==> config.mk <==
export PLATFORM = sky130hd
export DESIGN_NAME = reg_file_mp
export DESIGN_NICKNAME = d
export VERILOG_FILES = /design/src/rtl/reg_file_mp.sv
export SDC_FILE = /design/constraint.sdc
export NUM_CORES = 1
export LEC_CHECK = 0
export ABC_AREA = 1
export BUFFER_PORTS_ARGS = -buffer_cell sky130_fd_sc_hd__buf_2
export CORE_AREA = 2 2 112 114
export CTS_CLUSTER_DIAMETER = 200
export CTS_CLUSTER_SIZE = 25
export DETAILED_ROUTE_END_ITERATION = 7
export DIE_AREA = 0 0 114 116
export GPL_ROUTABILITY_DRIVEN = 0
export GPL_TIMING_DRIVEN = 0
export PLACE_DENSITY_LB_ADDON = 0.05
export SLEW_MARGIN = 10
export SYNTH_ARGS = -nofsm -noshare
export SYNTH_HDL_FRONTEND = slang
export SYNTH_SLANG_ARGS = --single-unit
export TNS_END_PERCENT = 100
==> constraint.sdc <==
create_clock -name clk -period 5.21 [get_ports clk]
set_clock_uncertainty 0.2 [all_clocks]
set_input_delay 1.563 -clock clk [delete_from_list [all_inputs] [get_ports clk]]
set_output_delay 1.563 -clock clk [all_outputs]
set_load 0.005 [all_outputs]
==> src/rtl/reg_file_mp.sv <==
// Multi-port register file with same-cycle write forwarding and per-register pending bits.
// Register 0 reads as zero. It has no storage and can never be reserved.
module reg_file_mp #(
  parameter  int DATA_W   = 16,
  parameter  int NUM_REGS = 8,
  parameter  int NUM_RD   = 2,
  parameter  int NUM_WR   = 1,
  localparam int AW       = $clog2(NUM_REGS)
) (
  input  logic                     clk,
  input  logic                     rst,
  input  logic [NUM_RD*AW-1:0]     rd_addr,
  output logic [NUM_RD*DATA_W-1:0] rd_data,
  output logic [NUM_RD-1:0]        rd_busy,
  input  logic [NUM_WR-1:0]        wr_en,
  input  logic [NUM_WR*AW-1:0]     wr_addr,
  input  logic [NUM_WR*DATA_W-1:0] wr_data,
  input  logic                     iss_en,
  input  logic [AW-1:0]            iss_addr,
  output logic [NUM_REGS-1:0]      busy_vec
);

  logic [DATA_W-1:0]   mem    [1:NUM_REGS-1];
  logic [DATA_W-1:0]   wr_val [1:NUM_REGS-1];
  logic [NUM_REGS-1:1] wr_hit;
  logic [NUM_REGS-1:1] pend;

  // Per-register write decode; later ports override earlier ones on a collision.
  always_comb begin
    for (int r = 1; r < NUM_REGS; r++) begin
      wr_hit[r] = 1'b0;
      wr_val[r] = mem[r];
      for (int j = 0; j < NUM_WR; j++) begin
        if (wr_en[j] && wr_addr[j*AW +: AW] == AW'(r)) begin
          wr_hit[r] = 1'b1;
          wr_val[r] = wr_data[j*DATA_W +: DATA_W];
        end
      end
    end
  end

  // A new reservation beats a same-cycle writeback: the register has a new producer.
  always_ff @(posedge clk or posedge rst) begin
    if (rst) begin
      for (int r = 1; r < NUM_REGS; r++) mem[r] <= '0;
      pend <= '0;
    end else begin
      for (int r = 1; r < NUM_REGS; r++) begin
        mem[r] <= wr_val[r];
        if (iss_en && iss_addr == AW'(r)) pend[r] <= 1'b1;
        else if (wr_hit[r])                pend[r] <= 1'b0;
      end
    end
  end

  assign busy_vec = {pend, 1'b0};

  logic [AW-1:0]     ra;
  logic [DATA_W-1:0] rv;
  logic              rb;
  logic              fwd;

  always_comb begin
    rd_data = '0;
    rd_busy = '0;
    ra      = '0;
    rv      = '0;
    rb      = 1'b0;
    fwd     = 1'b0;
    for (int i = 0; i < NUM_RD; i++) begin
      ra  = rd_addr[i*AW +: AW];
      rv  = '0;
      rb  = 1'b0;
      fwd = 1'b0;
      for (int r = 1; r < NUM_REGS; r++) begin
        if (ra == AW'(r)) begin
          rv = mem[r];
          rb = pend[r];
        end
      end
      // Forwarded data is the value the pending producer is delivering now.
      for (int j = 0; j < NUM_WR; j++) begin
        if (wr_en[j] && wr_addr[j*AW +: AW] == ra) begin
          rv  = wr_data[j*DATA_W +: DATA_W];
          fwd = 1'b1;
        end
      end
      if (ra == '0) begin
        rv = '0;
        rb = 1'b0;
      end else if (fwd) begin
        rb = 1'b0;
      end
      rd_data[i*DATA_W +: DATA_W] = rv;
      rd_busy[i]                  = rb;
    end
  end

endmodule

==> reports/qor.txt <==
Startpoint Class - input port
length of routed wiring on met1 - 10.35 mm
Sw Pwr - 0.9696 mW
Pre-Repair DR Iteration Count - 6
die area - 13220 µm²
setup bufs post-CTS - 0
TritonCTS Buffers - 17
Clock Pin Slew Worst Setup and Hold Paths - 0.06 ns
worst-case reg-to-reg path depth - 1
Leak Pwr - 3.944 nW
FF-to-FF Start - pend[6]
initial core utilization - 58.08%
GR Overflow Total - 0
clock share of power - 38.5%
min Tclk post-route - 5.177 ns
initial antenna violation count - 2
GR Util All Layers - 39.43%
VDD IR max - 0.2815 mV
max-cap viol count - 0
kind of critical path - in2out
placed cells - 1206
vias in the first global route - 6804
delay of the slowest critical-path stage - 0.52 ns
Arr. time, crit path - 3.41 ns
Crit-path slowest cell - nor3_2
post-route ant nets - 0
# resized after CTS - 0
Worst Tran Pin Value - 0.8013 ns
Cells after Synth - 988
Worst Hold Path Cells - 2
syn nets - 1020
headroom to the max-slew limit - 46.58%
WHS Endpoint - mem[20]
largest net degree at the start of global routing - 74
1st-iter DRT viols - 1005
CTS tree - done
Max Freq - 0.1932 GHz
Most common cell on crit path - buf_2
DR WL/cell - 20.12 µm
later-pin clock latency in the skew report - 0.42 ns
highest routed layer - met5
Routed Wire Length - 24.91 mm
remaining design rule violation count - 0
H-tree depth - 4
area leader, netlist - dfrtp_1
EDFF count, synth - 0
top cells by area, synth - dfrtp_1, nand2_1, o21ai_0
Avg Vias per Cell - 5.949
worst-path maximum fanout - 10
setup_tns - 0 ns
Post-Syn Area per Cell - 7.002 µm²
Final Hold Vio Count - 0
share of cells above drive strength 1 - 14.12%
FF+latch count, synth - 119
Post-CTS Hold Buffers - 0
Seq/Total Area, Yosys - 43.05%
RSZ-0062 raised after global routing - false
post-synth cell types - 29
Synth Flop Type - dfrtp_1
Switching Fraction - 32.21%
DIE WIDTH - 114 µm
met2 wire len - 10.51 mm
ranking of synthesized cells by instance count - nand2_1, o21ai_0, dfrtp_1
CP Capture Type - output port
number of I/O port buffers - 70
# nets final - 1110
final max-slew violation count - 0
via count - 7365
CTS sink count - 119
reg2reg end - pend[6]
Ys Warns - 0
CTS root buffer - clkbuf_16
run status - complete, no violations
Core ar. - 11910 µm²
Clock Tree Buf Depth - 2
Hold Crit Class - reg2reg
Hold Crit Start - mem[20]
Die Y - 116 µm
Post-synth ARST share - 100.0%
Synth top area share - 43.05%
Sequential Power Share - 41.9%
HPWL Detailed - 17.81 mm
first-pass GRT wire length - 38.49 mm
critical path required time - 3.45 ns
Fill cells - 1066
routed wl met3 - 3.247 mm
synthesis-to-layout area growth - 16.42%
Mapped Area - 6918 µm²
internal power - 2.041 mW
most common cell in the netlist - nand2_1
setup slack, reg-to-reg - 4.21 ns
Power Dens Cells - 373.8 nW/µm²
# setup viols final - 0
combinational power share - 19.7%
io pins - 74
Core Rows - 40
final std cells w/o fill - 1238
crit-path cells - buf_2 > buf_2 > nor3_2 > buf_2 > nand2_1 > nand4_1 > nor2_1 > nor2_1 > buf_2
post-route clock period utilization - 99.37%
Antenna diodes - 0
-- final cells by class --
type | count | area (µm²) | share of cell area, %
flip-flops and latches | 119 | 2978 | 36.97
repair buffers | 71 | 377.9 | 4.692
inverters | 99 | 384.1 | 4.769
clock inverters | 8 | 97.59 | 1.212
well taps | 147 | 183.9 | 2.284
plain buffers | 53 | 252.7 | 3.138
clock buffers | 24 | 471.7 | 5.857
multi-input cells | 717 | 3308 | 41.08
-- cell usage in the layout (no fill, tap or decap), types with 5 or more instances in the layout --
cell / instances
inv_2: 8
o21ai_0: 138
buf_2: 86
nand4_1: 55
o211ai_1: 14
a21oi_1: 14
nor3_2: 10
buf_4: 5
dfrtp_1: 119
clkbuf_1: 32
inv_1: 87
nor2_1: 109
o21ai_1: 22
nand2_1: 319
clkbuf_16: 17
nand3_1: 12
o21ai_2: 5
-- per-stage QoR --
stage / utilization, % / setup WS, ns / cell area (µm²) / hold WS [ns] / total power, mW
floorplan: - / 0.2895 / 6918 / 0.2750 / 1.579
global placement: 62.56 / -1.169 / 7452 / 0.2922 / 1.814
global route: 67.62 / 0.006786 / 8054 / 0.3388 / 3.138
finish: 67.62 / 0.03269 / 8054 / 0.3139 / 3.010
detailed placement: 62.84 / 0.1630 / 7485 / 0.2952 / 1.830
CTS: 67.62 / 0.1553 / 8054 / 0.3087 / 2.979
-- routing by layer --
metal  track usage, %  vias up
li1                 -     3398
met1            54.74     3381
met2            57.34      503
met3            13.23       79
met4            15.53        4
met5           0.3704        -
-- logic make-up after synthesis --
group                     share of synthesized area (%)
other                                           0.05421
and+or+nand+nor                                   31.78
AOI/OAI and AO/OA                                 15.74
xor gates and xnor gates                         0.2533
DFF                                               43.05
buffers and inverters                             9.134
-- critical path, delay by kind of cell --
family / cells / cell delay, ns
buf+inv: 4 / 0.87
simple gates: 5 / 0.97
-- how the worst max path moves through the flow --
stage / start / cells after the start / endpoint / slack, ns
after detailed placement: rd_addr[0] / 9 / rd_data[8] / 0.16
after global routing: rd_addr[2] / 11 / rd_data[9] / 0.007
after floorplan: rst / 1 / mem[0] / 0.29
final: rd_addr[0] / 9 / rd_data[6] / 0.03
after CTS: rd_addr[0] / 9 / rd_data[8] / 0.16
after global placement: rst / 2 / mem[11] / -1.17
-- flip-flops by register name, indices dropped and copies added (netlist names) --
| signal | flops |
|---|---|
| pend | 7 |
| mem | 112 |
-- power groups by stage --
| stage | clock [mW] | sequential, mW | combinational (mW) |
|---|---|---|---|
| 6_report | 1.16 | 1.26 | 0.592 |
| 5_1_grt | 1.20 | 1.27 | 0.668 |
| 4_1_cts | 1.15 | 1.25 | 0.580 |
| 3_5_place_dp | 0 | 1.26 | 0.572 |
| 3_3_place_gp | 0 | 1.26 | 0.557 |
| 2_1_floorplan | 0 | 1.21 | 0.370 |
No activity file was read; power rests on OpenSTA's default activity.
